`src/rtl/simple_io_pkg.sv`:
```
// Shared types and defaults for the simple IN/OUT responder.
package simple_io_pkg;

  localparam int unsigned DefaultDataW = 16;

  // IN request sequencing.
  typedef enum logic [1:0] {
    StIdle = 2'd0,
    StWait = 2'd1,
    StAck  = 2'd2
  } in_state_e;

endpackage

```
`src/rtl/simple_io_responder_if.sv`:
```
// CPU strobe and host handshake signals of the IN/OUT responder.
interface simple_io_responder_if
  import simple_io_pkg::*;
#(
  parameter int unsigned DATA_W = DefaultDataW
) ();

  logic              cpu_out_req;
  logic [DATA_W-1:0] cpu_out_data;
  logic              cpu_in_req;
  logic [DATA_W-1:0] cpu_in_data;
  logic              cpu_in_ack;
  logic              cpu_stall;
  logic              host_out_valid;
  logic [DATA_W-1:0] host_out_data;
  logic              host_out_ready;
  logic              host_in_valid;
  logic [DATA_W-1:0] host_in_data;
  logic              host_in_ready;

  // CPU core plus board host driving the responder.
  modport master (
    output cpu_out_req, cpu_out_data, cpu_in_req, host_out_ready, host_in_valid, host_in_data,
    input  cpu_in_data, cpu_in_ack, cpu_stall, host_out_valid, host_out_data, host_in_ready
  );

  // The responder itself.
  modport slave (
    input  cpu_out_req, cpu_out_data, cpu_in_req, host_out_ready, host_in_valid, host_in_data,
    output cpu_in_data, cpu_in_ack, cpu_stall, host_out_valid, host_out_data, host_in_ready
  );

endinterface

```
`src/rtl/io_fifo.sv`:
```
// Synchronous first-word-fall-through FIFO; head is read straight from storage.
module io_fifo #(
  parameter int unsigned DATA_W = 16,
  parameter int unsigned DEPTH  = 8,
  parameter int unsigned PTR_W  = 3
) (
  input  logic              clk,
  input  logic              rst_n,
  input  logic              push,
  input  logic [DATA_W-1:0] push_data,
  input  logic              pop,
  output logic [DATA_W-1:0] head,
  output logic              full,
  output logic              empty,
  output logic [PTR_W:0]    count
);

  localparam logic [PTR_W:0] FullCount = (PTR_W+1)'(DEPTH);
  localparam logic [PTR_W:0] PtrOne    = (PTR_W+1)'(1);

  logic [PTR_W:0]    wr_ptr_q, rd_ptr_q;
  logic [DATA_W-1:0] mem_q [DEPTH];
  logic              do_push, do_pop;

  // Occupancy from wrap-bit pointers; a push into a full FIFO is legal when a pop frees a slot.
  always_comb begin
    count   = wr_ptr_q - rd_ptr_q;
    full    = (count == FullCount);
    empty   = (count == '0);
    do_pop  = pop & ~empty;
    do_push = push & (~full | do_pop);
    head    = mem_q[rd_ptr_q[PTR_W-1:0]];
  end

  // Pointer and storage update.
  always_ff @(posedge clk or negedge rst_n) begin
    if (!rst_n) begin
      wr_ptr_q <= '0;
      rd_ptr_q <= '0;
      for (int i = 0; i < int'(DEPTH); i++) begin
        mem_q[i] <= '0;
      end
    end else begin
      if (do_push) begin
        mem_q[wr_ptr_q[PTR_W-1:0]] <= push_data;
        wr_ptr_q                   <= wr_ptr_q + PtrOne;
      end
      if (do_pop) begin
        rd_ptr_q <= rd_ptr_q + PtrOne;
      end
    end
  end

endmodule

```
`src/rtl/simple_io_responder.sv`:
```
// Device-side responder for CPU IN/OUT: OUT words queue to the host, IN words come from
// a one-entry hold register.
module simple_io_responder
  import simple_io_pkg::*;
#(
  parameter int unsigned DATA_W = DefaultDataW,
  parameter int unsigned DEPTH  = 8,
  parameter int unsigned PTR_W  = 3
) (
  input  logic                  clk,
  input  logic                  rst_n,
  simple_io_responder_if.slave  bus,
  output logic [PTR_W:0]        out_count,
  output logic                  ovf_err
);

  logic              fifo_push, fifo_pop, fifo_full, fifo_empty;
  logic [DATA_W-1:0] fifo_push_data, fifo_head;

  logic              pend_q, pend_d;
  logic [DATA_W-1:0] pend_data_q, pend_data_d;
  logic              ovf_q, ovf_d;
  logic              out_stall;

  in_state_e         state_q, state_d;
  logic              in_block_q, in_block_d;
  logic              hold_full_q, hold_full_d;
  logic [DATA_W-1:0] hold_q, hold_d;
  logic              in_stall, in_ack, in_ready;

  io_fifo #(
    .DATA_W (DATA_W),
    .DEPTH  (DEPTH),
    .PTR_W  (PTR_W)
  ) u_fifo (
    .clk       (clk),
    .rst_n     (rst_n),
    .push      (fifo_push),
    .push_data (fifo_push_data),
    .pop       (fifo_pop),
    .head      (fifo_head),
    .full      (fifo_full),
    .empty     (fifo_empty),
    .count     (out_count)
  );

  assign fifo_pop = ~fifo_empty & bus.host_out_ready;

  // OUT path: a word arriving at a full FIFO parks in the pending register until a pop.
  always_comb begin
    pend_d         = pend_q;
    pend_data_d    = pend_data_q;
    ovf_d          = ovf_q;
    fifo_push      = 1'b0;
    fifo_push_data = bus.cpu_out_data;
    out_stall      = 1'b0;
    if (pend_q) begin
      fifo_push_data = pend_data_q;
      if (fifo_pop) begin
        fifo_push = 1'b1;
        pend_d    = 1'b0;
      end else begin
        out_stall = 1'b1;
      end
      // The pending slot is taken, so any further OUT is lost.
      if (bus.cpu_out_req) begin
        ovf_d = 1'b1;
      end
    end else if (bus.cpu_out_req) begin
      if (!fifo_full || fifo_pop) begin
        fifo_push = 1'b1;
      end else begin
        pend_d      = 1'b1;
        pend_data_d = bus.cpu_out_data;
        out_stall   = 1'b1;
      end
    end
  end

  // IN FSM next state; in_block keeps a still-held request from re-triggering after its ack.
  always_comb begin
    state_d    = state_q;
    in_block_d = in_block_q & bus.cpu_in_req;
    in_stall   = 1'b0;
    in_ack     = 1'b0;
    unique case (state_q)
      StIdle: begin
        if (bus.cpu_in_req && !in_block_q) begin
          state_d = hold_full_q ? StAck : StWait;
        end
      end
      StWait: begin
        in_stall = 1'b1;
        // A word loading this cycle is readable in the next (ACK) cycle.
        if (hold_full_q || bus.host_in_valid) begin
          state_d = StAck;
        end
      end
      StAck: begin
        in_ack     = 1'b1;
        state_d    = StIdle;
        in_block_d = bus.cpu_in_req;
      end
      default: state_d = StIdle;
    endcase
  end

  // Hold register: empties on ack, and may reload from the host in that same cycle.
  always_comb begin
    in_ready    = ~hold_full_q | in_ack;
    hold_full_d = hold_full_q;
    hold_d      = hold_q;
    if (in_ack) begin
      hold_full_d = 1'b0;
    end
    if (bus.host_in_valid && in_ready) begin
      hold_full_d = 1'b1;
      hold_d      = bus.host_in_data;
    end
  end

  // All responder state.
  always_ff @(posedge clk or negedge rst_n) begin
    if (!rst_n) begin
      pend_q      <= 1'b0;
      pend_data_q <= '0;
      ovf_q       <= 1'b0;
      state_q     <= StIdle;
      in_block_q  <= 1'b0;
      hold_full_q <= 1'b0;
      hold_q      <= '0;
    end else begin
      pend_q      <= pend_d;
      pend_data_q <= pend_data_d;
      ovf_q       <= ovf_d;
      state_q     <= state_d;
      in_block_q  <= in_block_d;
      hold_full_q <= hold_full_d;
      hold_q      <= hold_d;
    end
  end

  assign bus.cpu_in_data    = in_ack ? hold_q : '0;
  assign bus.cpu_in_ack     = in_ack;
  assign bus.cpu_stall      = out_stall | in_stall;
  assign bus.host_out_valid = ~fifo_empty;
  assign bus.host_out_data  = fifo_head;
  assign bus.host_in_ready  = in_ready;
  assign ovf_err            = ovf_q;

endmodule

```
`src/flat_wrapper.sv`:
```
// flat-port wrapper written by rule: the top's interface ports become plain ports
module simple_io_responder_flat import simple_io_pkg::*;
#(
  parameter int unsigned DATA_W = DefaultDataW,
  parameter int unsigned DEPTH  = 8,
  parameter int unsigned PTR_W  = 3
)
  (clk, rst_n, out_count, ovf_err, bus_cpu_out_req, bus_cpu_out_data, bus_cpu_in_req, bus_host_out_ready, bus_host_in_valid, bus_host_in_data, bus_cpu_in_data, bus_cpu_in_ack, bus_cpu_stall, bus_host_out_valid, bus_host_out_data, bus_host_in_ready);
  simple_io_responder_if #(.DATA_W(DATA_W)) bus_i ();
  input  logic clk;
  input  logic rst_n;
  output logic [PTR_W:0] out_count;
  output logic ovf_err;
  input wire logic [$bits(bus_i.cpu_out_req)-1:0] bus_cpu_out_req;
  input wire logic [$bits(bus_i.cpu_out_data)-1:0] bus_cpu_out_data;
  input wire logic [$bits(bus_i.cpu_in_req)-1:0] bus_cpu_in_req;
  input wire logic [$bits(bus_i.host_out_ready)-1:0] bus_host_out_ready;
  input wire logic [$bits(bus_i.host_in_valid)-1:0] bus_host_in_valid;
  input wire logic [$bits(bus_i.host_in_data)-1:0] bus_host_in_data;
  output wire logic [$bits(bus_i.cpu_in_data)-1:0] bus_cpu_in_data;
  output wire logic [$bits(bus_i.cpu_in_ack)-1:0] bus_cpu_in_ack;
  output wire logic [$bits(bus_i.cpu_stall)-1:0] bus_cpu_stall;
  output wire logic [$bits(bus_i.host_out_valid)-1:0] bus_host_out_valid;
  output wire logic [$bits(bus_i.host_out_data)-1:0] bus_host_out_data;
  output wire logic [$bits(bus_i.host_in_ready)-1:0] bus_host_in_ready;
  assign bus_i.cpu_out_req = bus_cpu_out_req;
  assign bus_i.cpu_out_data = bus_cpu_out_data;
  assign bus_i.cpu_in_req = bus_cpu_in_req;
  assign bus_i.host_out_ready = bus_host_out_ready;
  assign bus_i.host_in_valid = bus_host_in_valid;
  assign bus_i.host_in_data = bus_host_in_data;
  assign bus_cpu_in_data = bus_i.cpu_in_data;
  assign bus_cpu_in_ack = bus_i.cpu_in_ack;
  assign bus_cpu_stall = bus_i.cpu_stall;
  assign bus_host_out_valid = bus_i.host_out_valid;
  assign bus_host_out_data = bus_i.host_out_data;
  assign bus_host_in_ready = bus_i.host_in_ready;
  simple_io_responder #(.DATA_W(DATA_W), .DEPTH(DEPTH), .PTR_W(PTR_W)) u_core (.clk(clk), .rst_n(rst_n), .bus(bus_i), .out_count(out_count), .ovf_err(ovf_err));
endmodule
```
`config.mk`:
```
export PLATFORM = sky130hd
export DESIGN_NAME = simple_io_responder_flat
export DESIGN_NICKNAME = d
export VERILOG_FILES = /design/src/rtl/simple_io_pkg.sv /design/src/rtl/simple_io_responder_if.sv /design/src/rtl/io_fifo.sv /design/src/rtl/simple_io_responder.sv /design/src/flat_wrapper.sv
export SDC_FILE = /design/constraint.sdc
export NUM_CORES = 1
export LEC_CHECK = 0
export CORE_MARGIN = 8
export CORE_UTILIZATION = 58
export DETAILED_ROUTE_END_ITERATION = 6
export PLACE_DENSITY = 0.81
export SLEW_MARGIN = 20
export SYNTH_ARGS = -nofsm -noshare
export SYNTH_HDL_FRONTEND = slang
export SYNTH_SLANG_ARGS = --single-unit
```
`constraint.sdc`:
```
create_clock -name clk -period 4.3 [get_ports clk]
set_input_delay 0.86 -clock clk [delete_from_list [all_inputs] [get_ports clk]]
set_output_delay 0.86 -clock clk [all_outputs]
set_load 0.1 [all_outputs]
```
==> reports/metrics.sh, run 1 <==
ACHIEVABLE-FREQUENCY_MHz=255
POSTSYNTHNETCOUNT=595
LAYOUT.FILLER_CELLS=994
FINAL_MIN_PERIOD_OVER_CLOCK_PERIOD_PCT=91.1
TIGHTESTPINTRANSITION_NS=0.988
FINALINSTANCEAREA_UM2=9780
TIMING_HOLD_VIOLATIONS_FINAL=0
WORSTPATHARRIVAL_NS=3.06
SYNTH_CELL_TYPES=43
GRT_PASS1_VIAS=5395
GRT_SETUP_UNREPAIRED='false'
SYNTHFLOPTYPE='sky130_fd_sc_hd__dfrtp_1'
AREA_GROWTH_PCT=17.1
WORST_SETUP_PATH_STARTPOINT='u_core.u_fifo.wr_ptr_q[0]$_DFFE_PN0P_'
DRIVE_GT1_SHARE_PCT=46.1
GRT.TOTAL_USAGE_PCT=20.6
FINAL_COMMON_CELL='sky130_fd_sc_hd__dfrtp_1'
TRITONCTS_CLOCK_TREE='built'
YOSYS_REGISTER_BITS=174
CTS-HTREE-LEVELS=4
ANTENNA_CELLS_INSERTED=0
POST_DRT_VIA_CELL_RATIO=5.75
TIMING.SETUP.TNS_NS=0
SYN-MEAN-INSTANCE-AREA_UM2=15.2
FINAL_CORE_UTIL_PCT=68.3
FP.COREAREA_UM2=14300
SYNTHESIS.YOSYS.WARNINGS=0
DP.FINAL_HPWL_UM=11600
SYNTH_ASYNC_SR_FLOP_SHARE_PCT=100
GR-TOTAL-OVERFLOW=0
END_KIND='output port'
CRIT_BUF_INV=3
TIMING.CRITICAL_PATH.CELLS='inv_1 -> ha_1 -> inv_1 -> fa_2 -> nor2b_1 -> nand2_1 -> o31ai_2 -> a21o_1 -> a21o_2 -> buf_12'
CLK_PATH_BUF_DEPTH=2
POST_SYNTH_INSTANCE_AREA_UM2=8350
CRIT_PATH_START_KIND='flip-flop'
IOPINCOUNT=79
DIEAREA_UM2=18500
CAP_VIOLATIONS=0
INITIAL_UTILIZATION_PCT=58.3
CTS_BUFFERS=17
OUTCOME='completed'
POST_CTS_HOLD_BUFFER_COUNT=0
GRT_FIRST_PASS_WIRELENGTH_UM=29200
WL_PER_CELL_UM=21.6
SETUP_VIOL_COUNT_FINAL=0
DETAIL_ROUTE.FIRST_PASS.ITERATIONS=4
CRITICALPATHCATEGORY='reg -> out'
CRITICAL-PATH-TOP-CELL-BY-COUNT='sky130_fd_sc_hd__inv_1'
CTS_ROOT_BUFFER='sky130_fd_sc_hd__clkbuf_16'
DIE_HEIGHT_UM=136
DIEWIDTH_UM=136
MAX_SLEW_VIO_COUNT=0
LAYOUT.CELLS.MOST_COMMON_LIST='sky130_fd_sc_hd__dfrtp_1 (173), sky130_fd_sc_hd__mux2_2 (129), sky130_fd_sc_hd__buf_4 (52), sky130_fd_sc_hd__nand2_1 (50)'
GP_CONGESTION=0.786
WORSTHOLDSTART='u_core.ovf_err$_DFFE_PN0P_'
DETAIL_ROUTE.WIRELENGTH_UM=18000
REMAINING_DRC_ERRORS=0
NUMBER_OF_ENABLE_FLIP_FLOP_CELLS_AFTER_SYNTHESIS=0
CRIT_FANOUT=4
CPPEAKSTAGEDELAY_NS=0.44
WORST_HOLD_PATH_TYPE='reg -> reg'
WORSTREG2REGSTART='u_core.u_fifo.wr_ptr_q[0]$_DFFE_PN0P_'
GRT_ANTENNA_BEFORE_REPAIR=0
CPLARGESTDELAYFAMILY='compound AO/OA/AOI/OAI gates'
VIA_COUNT=4775
YS_SEQ_AREA_SHARE_PCT=52.1
CP_SLOWEST_CELL='sky130_fd_sc_hd__fa_2'
ROWS=44
NUMBER_OF_PORT_BUFFERS=78
GRT_START_MAX_NET_PINS=107
POSTPLACECELLAREA_UM2=9220
CTS_NUM_SINKS=174
MAX-SLEW-MARGIN-REL_PCT=33.9
NETLIST_INSTANCES=551
PATH_CLK_SLEW_NS=0.07
WORST_CLOCK_SKEW_NS=0.00846
ANTENNA_LEFT=0
NUM-NETS-FINAL=678
TIMING.FINAL.CRIT_PERIOD_NS=3.92
CLK-INSERTION-DELAY-LATE_NS=0.43
DRT_ITER0_MARKERS=208
CRITPATHREQUIREDTIME_NS=3.44
## layout make-up
| class | instances | area (um^2) | area share, % |
|---|---|---|---|
| Inverter | 9 | 33.8 | 0.345 |
| Tap cell | 184 | 230 | 2.35 |
| Clock inverter | 9 | 86.3 | 0.883 |
| Multi-Input combinational cell | 337 | 3750 | 38.3 |
| Timing Repair Buffer | 95 | 852 | 8.71 |
| Clock buffer | 22 | 474 | 4.85 |
| Sequential cell | 174 | 4360 | 44.5 |
## synth_stat cells, types with 5 or more instances
library cell,count,area [um^2]
sky130_fd_sc_hd__clkbuf_1,11,41.3
sky130_fd_sc_hd__mux4_2,32,721
sky130_fd_sc_hd__nand2_1,50,188
sky130_fd_sc_hd__dfrtp_1,174,4350
sky130_fd_sc_hd__xnor2_1,7,61.3
sky130_fd_sc_hd__mux2_2,129,1450
sky130_fd_sc_hd__mux2_4,39,586
sky130_fd_sc_hd__buf_1,6,22.5
sky130_fd_sc_hd__and2_1,17,106
sky130_fd_sc_hd__inv_1,8,30.0
sky130_fd_sc_hd__mux2_1,10,113
sky130_fd_sc_hd__ha_1,5,62.6
sky130_fd_sc_hd__buf_6,6,67.6
## metal layers
layer  part of all wire [%]  GRT usage (%)
met1                     45           27.1
met2                     49           33.2
met3                    4.8           4.69
met4                    1.3           7.02
met5                      0              0
## worst reg2reg max path: cells and delay by family (launching register included)
kind                       cells  cell delay, ns
AOI/OAI and AO/OA              1            0.76
adders and majority gates      2            0.66
and+or+nand+nor                3            0.66
muxes                          1            0.40
buffers and inverters          3            0.51
DFF                            1            0.39
## final timing paths
kind | to | slack, ns | depth (start not counted)
worst max-delay path | bus_cpu_stall | 0.38 | 10
worst min-delay path | u_core.ovf_err$_DFFE_PN0P_ | 0.48 | 1
worst max register to register | u_core.u_fifo.mem_q[19]$_DFFE_PN0P_ | 0.80 | 10
worst min register to register | u_core.ovf_err$_DFFE_PN0P_ | 0.48 | 1
max in group asynchronous | u_core.u_fifo.mem_q[84]$_DFFE_PN0P_ | 2.80 | 2
min in group asynchronous | u_core.pend_data_q[12]$_DFFE_PN0P_ | 0.53 | 1
## sequential cells by signal (all words and copies together) (netlist names)
register / cells
u_core.hold_full_q: 1
u_core.hold_q: 16
u_core.in_block_q: 1
u_core.ovf_err: 1
u_core.pend_data_q: 16
u_core.pend_q: 1
u_core.state_q: 2
u_core.u_fifo.mem_q: 128
u_core.u_fifo.rd_ptr_q: 4
u_core.u_fifo.wr_ptr_q: 4
## timing repair
action / 4_1_cts / 5_1_grt
buffers inserted: 0 / 0
resized for setup: 0 / 1
setup endpoints to repair: 0 / 1
## metrics by stage
step	hold slack (ns)	worst slack, ns	instances
6_report	0.477	0.383	830
5_1_grt	0.499	0.169	830
4_1_cts	0.486	0.235	830
3_5_place_dp	0.471	0.733	799
3_3_place_gp	0.438	0.829	799
2_1_floorplan	0.422	0.155	551
## kinds of logic after synthesis
family | count (synthesis) | synth area share [%]
and+or+nand+nor | 97 | 6.86
buffers and inverters | 40 | 3.18
DFF | 174 | 52.1
muxes | 210 | 34.4
xor gates and xnor gates | 9 | 0.944
AOI/OAI and AO/OA | 15 | 1.51
adders and majority gates | 6 | 0.989
Power of run 1 is not shown: default switching activity piles up to over one toggle a cycle in this logic, so the estimate is an artifact.
==> run 2: changes to the inputs <==
PLACE_DENSITY = 0.92   (was 0.81)
==> run 2 against run 1 <==
  * Setup slack worse by 0.12 ns
  * Highest routed layer unchanged
  * Clock-buffer cell count down 3
  * Hold slack worse by 0.025 ns
  * Via count up 4.7%
  * Flip-flop and latch count unchanged
  * Non-clock buffer count down 2
  * Critical path type unchanged
  * Register-to-register slack worse by 0.25 ns
  * Design area unchanged
  * Wire length up 2.7%
==> reports/metrics.sh, run 2 (synthesis results as in run 1) <==
WORST_SETUP_PATH_STARTPOINT='u_core.u_fifo.wr_ptr_q[0]$_DFFE_PN0P_'
POST_DRT_VIA_CELL_RATIO=6.03  # +4.8%
CTS_BUFFERS=17  # unchanged
POST-CTS-SETUP-BUFFER-COUNT=0  # unchanged
GRT_PASS1_VIAS=5666  # +5.0%
SETUP_VIOL_COUNT_FINAL=0  # unchanged
WORST_CLOCK_SKEW_NS=0.00737  # -0.00109 ns
MAX-SLEW-MARGIN-REL_PCT=27.7  # -6.2 points
CAP_VIOLATIONS=0  # unchanged
GRT.TOTAL_USAGE_PCT=21.4  # +0.84 points
DETAIL_ROUTE.FIRST_PASS.ITERATIONS=4  # unchanged
MAX_FLOP_REGISTER='u_core.u_fifo.mem_q'
TIMING.SETUP.TNS_NS=0  # unchanged
CRIT_FANOUT=4  # unchanged
GRT_FIRST_PASS_WIRELENGTH_UM=30600  # +4.6%
DRT_ITER0_MARKERS=340  # +63%
INITIAL_UTILIZATION_PCT=58.3  # unchanged
TRITONCTS_CLOCK_TREE='built'
GRT_START_MAX_NET_PINS=107  # unchanged
LAYOUT.FILLER_CELLS=913  # -8.1%
DP.FINAL_HPWL_UM=11900  # +1.8%
GR-TOTAL-OVERFLOW=0  # unchanged
CLK_PATH_BUF_DEPTH=2  # unchanged
GRT_SETUP_UNREPAIRED='false'
DETAIL_ROUTE.WIRELENGTH_UM=18500  # +2.7%
CLK-INSERTION-DELAY-LATE_NS=0.43  # about the same
WORST_HOLD_PATH_TYPE='reg -> reg'
WORST_CASE_REG_TO_REG_PATH_DEPTH=10  # unchanged
R2R-END='u_core.u_fifo.mem_q[36]$_DFFE_PN0P_'
DRIVE_GT1_SHARE_PCT=46.4  # +0.23 points
CRIT_PATH_END='bus_cpu_stall'
WORSTREG2REGSTART='u_core.u_fifo.wr_ptr_q[0]$_DFFE_PN0P_'
WL_PER_CELL_UM=22.3  # +2.9%
ROWS=44  # unchanged
DIE_HEIGHT_UM=136  # unchanged
VIA_COUNT=4998  # +4.7%
GRT_ANTENNA_BEFORE_REPAIR=0  # unchanged
CTS_RESIZED=0  # unchanged
ACHIEVABLE-FREQUENCY_MHz=248  # -3.0%
CTS_ROOT_BUFFER='sky130_fd_sc_hd__clkbuf_16'
FIN_WORST_HOLD_SLACK_NS=0.452  # -0.0247 ns
DIEWIDTH_UM=136  # unchanged
REMAINING_DRC_ERRORS=0  # unchanged
TIMING_HOLD_VIOLATIONS_FINAL=0  # unchanged
IOPINCOUNT=79  # unchanged
MAX_REG_FLOPS=128  # unchanged
AREA_GROWTH_PCT=17.1  # unchanged
PATH_CLK_SLEW_NS=0.06  # about the same
GP_CONGESTION=0.802  # +2.0%
MINIMUM_SETUP_SLACK_AMONG_REG_TO_REG_PATHS_NS=0.55  # -0.25 ns
OUTCOME='completed'
TIMING.FINAL.CRIT_PERIOD_NS=4.04  # +0.121 ns
FINAL_MIN_PERIOD_OVER_CLOCK_PERIOD_PCT=93.9  # +2.8 points
NUM-NETS-FINAL=676  # -0.29%
NUMBER_OF_PORT_BUFFERS=78  # unchanged
WORSTPATHARRIVAL_NS=3.18  # +0.12 ns
CTS-HTREE-LEVELS=4  # unchanged
CRITICALPATHCATEGORY='reg -> out'
CRITPATHREQUIREDTIME_NS=3.44  # about the same
POST_CTS_HOLD_BUFFER_COUNT=0  # unchanged
CRIT_PATH_START_KIND='flip-flop'
END_KIND='output port'
REG_TOP3='u_core.u_fifo.mem_q (128), u_core.hold_q (16), u_core.pend_data_q (16)'
FINAL_COMMON_CELL='sky130_fd_sc_hd__dfrtp_1'
LAYOUT.CELLS.MOST_COMMON_LIST='sky130_fd_sc_hd__dfrtp_1 (173), sky130_fd_sc_hd__mux2_2 (129), sky130_fd_sc_hd__nand2_1 (50), sky130_fd_sc_hd__buf_4 (50)'
CTS_NUM_SINKS=174  # unchanged
MAX_SLEW_VIO_COUNT=0  # unchanged
ANTENNA_LEFT=0  # unchanged
FP.COREAREA_UM2=14300  # unchanged
DIEAREA_UM2=18500  # unchanged
ANTENNA_CELLS_INSERTED=0  # unchanged
TIGHTESTPINTRANSITION_NS=1.08  # +0.0961 ns
## run 2: layer usage
layer / GRT usage, % / share of wire, % / vias to the layer above
met5: 0 / 0 / -
met4: 8.54 / 2.5 / 0
met3: 5.62 / 6.8 / 36
met2: 35.9 / 50 / 182
met1: 25.9 / 40 / 2627
li1: - / - / 2153
## run 2: worst max-delay path, cell delays in order (launching register included)
cell and delay (ns):
sky130_fd_sc_hd__dfrtp_1 0.39, sky130_fd_sc_hd__inv_1 0.10, sky130_fd_sc_hd__ha_1 0.22, sky130_fd_sc_hd__inv_1 0.08, sky130_fd_sc_hd__fa_2 0.45, sky130_fd_sc_hd__nor2b_1 0.23, sky130_fd_sc_hd__nand2_1 0.22, sky130_fd_sc_hd__o31ai_2 0.45
sky130_fd_sc_hd__a21o_1 0.29, sky130_fd_sc_hd__a21o_2 0.14, sky130_fd_sc_hd__buf_12 0.17
## run 2: cell type report
type	instances	area, um^2	share of cell area (%)
multi-input combinational	337	3750	38.3
clock inverter	13	123	1.25
sequential	174	4360	44.5
inverter	9	33.8	0.345
timing repair buffer	93	837	8.56
clock buffer	19	453	4.63
tap	184	230	2.35
## run 2: stage by stage
stage               instances  setup slack, ns  utilization (%)  instance area, um^2
floorplan                 551            0.155                -                 8360
global placement          797            0.784             64.3                 9200
detailed placement        797            0.585             64.3                 9200
CTS                       829           0.0831             68.3                 9780
global route              829           0.0715             68.3                 9780
finish                    829            0.262             68.3                 9780
## run 2: worst min path at each step
stage	startpoint	cells past startpoint	slack (ns)	to
final	u_core.state_q[1]$_DFFE_PN0P_	1	0.45	u_core.state_q[1]$_DFFE_PN0P_
after global routing	u_core.state_q[1]$_DFFE_PN0P_	1	0.49	u_core.state_q[1]$_DFFE_PN0P_
after CTS	u_core.state_q[1]$_DFFE_PN0P_	1	0.45	u_core.state_q[1]$_DFFE_PN0P_
after detailed placement	u_core.state_q[1]$_DFFE_PN0P_	1	0.44	u_core.state_q[1]$_DFFE_PN0P_
after global placement	u_core.ovf_err$_DFFE_PN0P_	1	0.44	u_core.ovf_err$_DFFE_PN0P_
after floorplan	u_core.state_q[1]$_DFFE_PN0P_	1	0.42	u_core.state_q[1]$_DFFE_PN0P_
Power of run 2 is left out for the same reason.
==> run 3: changes to the inputs <==
CORE_ASPECT_RATIO = 2   (was default)
==> run 3 against run 2 <==
  * Die area grew 1.3%
  * Design area is essentially flat
  * Wire length decreased by 3.4%
  * Flip-flop and latch count did not move
  * Setup slack improved by 0.029 ns
  * Clock skew up 0.0023 ns
  * Global-route usage shrank 0.81 points
  * Sequential share of layout area about the same
  * Via count fell by 1.9%
  * Clock-buffer cell count is 1 lower
  * Hold slack improved by 0.025 ns
  * Critical path depth is the same
  * Largest cell class unchanged
==> reports/metrics.sh, run 3 (synthesis results as in run 1) <==
OUTCOME='completed'
TIMING.FINAL.CRIT_PERIOD_NS=4.01  # -0.0294 ns
CP_SLOWEST_CELL='sky130_fd_sc_hd__o31ai_1'
TRITONCTS_CLOCK_TREE='built'
POSTLAYOUTSETUPSLACKWORST_NS=0.292  # +0.0294 ns
MAX-SLEW-MARGIN-REL_PCT=28.8  # +1.1 points
ANTENNA_LEFT=0  # unchanged
PLACED_INSTS=804  # +0.88%
ROWS=62  # +41%
CPLARGESTDELAYFAMILY='compound AO/OA/AOI/OAI gates'
GRT.TOTAL_USAGE_PCT=20.6  # -0.81 points
CTS_ROOT_BUFFER='sky130_fd_sc_hd__clkbuf_16'
WORSTREG2REGSTART='u_core.u_fifo.wr_ptr_q[0]$_DFFE_PN0P_'
ANTENNA_CELLS_INSERTED=0  # unchanged
MINIMUM_SETUP_SLACK_AMONG_REG_TO_REG_PATHS_NS=0.72  # +0.17 ns
DIE_HEIGHT_UM=186  # +37%
CRIT_FANOUT=4  # unchanged
POST-CTS-SETUP-BUFFER-COUNT=0  # unchanged
TIMING_HOLD_VIOLATIONS_FINAL=0  # unchanged
MAX_SLEW_VIO_COUNT=0  # unchanged
DETAIL_ROUTE.WIRELENGTH_UM=17800  # -3.4%
WORST_HOLD_PATH_TYPE='reg -> reg'
POST_DRT_VIA_CELL_RATIO=5.86  # -2.7%
DETAILEDPLACE.WORSTSLACK_NS=0.728  # +0.142 ns
GRT_PASS1_VIAS=5502  # -2.9%
POST_CTS_HOLD_BUFFER_COUNT=0  # unchanged
CLK_PATH_BUF_DEPTH=2  # unchanged
DETAIL_ROUTE.FIRST_PASS.ITERATIONS=4  # unchanged
DIEAREA_UM2=18700  # +1.3%
WORST_HOLD_PATH.NUM_CELLS=1  # unchanged
FINAL_COMMON_CELL='sky130_fd_sc_hd__dfrtp_1'
ACHIEVABLE-FREQUENCY_MHz=249  # +0.73%
FINAL_MIN_PERIOD_OVER_CLOCK_PERIOD_PCT=93.2  # -0.68 points
CRITPATHREQUIREDTIME_NS=3.44  # about the same
CTS_BUFFERS=17  # unchanged
WORSTHOLDSTART='u_core.ovf_err$_DFFE_PN0P_'
FP.COREAREA_UM2=14200  # -0.82%
CRITICAL-PATH-TOP-CELL-BY-COUNT='sky130_fd_sc_hd__inv_1'
NUM-NETS-FINAL=675  # -0.15%
SETUP_VIOL_COUNT_FINAL=0  # unchanged
DP.FINAL_HPWL_UM=11400  # -4.1%
CRITICALPATHCATEGORY='reg -> out'
GRT_FIRST_PASS_WIRELENGTH_UM=29600  # -3.2%
TIMING.CRITICAL_PATH.CELLS='inv_1 -> ha_1 -> inv_1 -> fa_2 -> nor2b_1 -> nand2_1 -> o31ai_1 -> a21o_1 -> a21o_2 -> buf_12'
GR-TOTAL-OVERFLOW=0  # unchanged
INITIAL_UTILIZATION_PCT=58.8  # +0.48 points
CAP_VIOLATIONS=0  # unchanged
GRT_ANTENNA_BEFORE_REPAIR=0  # unchanged
TIGHTESTPINTRANSITION_NS=1.07  # -0.0169 ns
CRIT_BUF_INV=3  # unchanged
WORST_CASE_REG_TO_REG_PATH_DEPTH=10  # unchanged
WORST_CLOCK_SKEW_NS=0.00968  # +0.00231 ns
REG_TOP3='u_core.u_fifo.mem_q (128), u_core.hold_q (16), u_core.pend_data_q (16)'
WL_PER_CELL_UM=21.3  # -4.2%
PATH_CLK_SLEW_NS=0.07  # about the same
TIMING.SETUP.TNS_NS=0  # unchanged
LAYOUT.CELLS.MOST_COMMON_LIST='sky130_fd_sc_hd__dfrtp_1 (173), sky130_fd_sc_hd__mux2_2 (129), sky130_fd_sc_hd__nand2_1 (50), sky130_fd_sc_hd__buf_4 (48)'
NUMBER_OF_PORT_BUFFERS=78  # unchanged
CTS-HTREE-LEVELS=4  # unchanged
HOLD_PATH_END='u_core.ovf_err$_DFFE_PN0P_'
R2R-END='u_core.u_fifo.mem_q[47]$_DFFE_PN0P_'
AREA_GROWTH_PCT=17.2  # about the same
MAX_REG_FLOPS=128  # unchanged
IOPINCOUNT=79  # unchanged
VIA_COUNT=4902  # -1.9%
CLK-INSERTION-DELAY-LATE_NS=0.43  # about the same
CPPEAKSTAGEDELAY_NS=0.56  # +0.11 ns
GRT_SETUP_UNREPAIRED='false'
WORSTPATHARRIVAL_NS=3.15  # -0.03 ns
REMAINING_DRC_ERRORS=0  # unchanged
MAX_FLOP_REGISTER='u_core.u_fifo.mem_q'
GP_CONGESTION=0.803  # +0.12%
DIEWIDTH_UM=101  # -26%
LAYOUTNONFILLERINSTCOUNT=836  # +0.84%
CTS_NUM_SINKS=174  # unchanged
CTS_RESIZED=0  # unchanged
END_KIND='output port'
DRT_ITER0_MARKERS=258  # -24%
DRIVE_GT1_SHARE_PCT=46.1  # -0.24 points
GRT_START_MAX_NET_PINS=96  # -10%
CRIT_PATH_START_KIND='flip-flop'
[run 3: changes by cell type in the layout (fill, tap and decap cells not counted)]
cell                         delta
sky130_fd_sc_hd__inv_6          +3
sky130_fd_sc_hd__buf_4          -2
sky130_fd_sc_hd__clkinvlp_4     -2
sky130_fd_sc_hd__inv_8          +2
sky130_fd_sc_hd__buf_12         +1
sky130_fd_sc_hd__clkbuf_8       -1
sky130_fd_sc_hd__clkinv_4       -1
sky130_fd_sc_hd__clkinv_8       -1
sky130_fd_sc_hd__o31ai_1        +1
sky130_fd_sc_hd__o31ai_2        -1
[run 3: worst max-delay path by stage]
stage	start	end	slack [ns]	depth (start not counted)
finish	u_core.u_fifo.wr_ptr_q[0]$_DFFE_PN0P_	bus_cpu_stall	0.29	10
global placement	bus_host_out_ready	u_core.u_fifo.mem_q[10]$_DFFE_PN0P_	0.84	7
global route	u_core.u_fifo.wr_ptr_q[0]$_DFFE_PN0P_	bus_cpu_stall	0.12	10
detailed placement	bus_host_out_ready	u_core.u_fifo.mem_q[41]$_DFFE_PN0P_	0.73	6
CTS	u_core.u_fifo.wr_ptr_q[0]$_DFFE_PN0P_	bus_cpu_stall	0.28	10
floorplan	u_core.u_fifo.rd_ptr_q[1]$_DFFE_PN0P_	bus_cpu_stall	0.15	9
[run 3: per-stage QoR]
stage / hold WS, ns / util (%) / area [um^2]
after floorplan: 0.422 / - / 8360
after global placement: 0.436 / 64.9 / 9220
after detailed placement: 0.449 / 64.9 / 9220
after CTS: 0.472 / 68.9 / 9790
after global routing: 0.487 / 68.9 / 9790
final: 0.477 / 68.9 / 9790
[run 3: final cells by class]
class	instances	area, um^2
fill	908	4410
timing repair buffer	92	842
clock inverter	14	131
tap	192	240
sequential	174	4360
inverter	9	33.8
clock buffer	18	439
multi-input combinational	337	3740
[run 3: metal layers]
| metal | global-route usage (%) | routed length (um) |
|---|---|---|
| met5 | 0 | 0 |
| met4 | 8.11 | 350 |
| met3 | 4.53 | 1000 |
| met2 | 34.3 | 9210 |
| met1 | 25.4 | 7270 |
Power of run 3 is left out for the same reason.
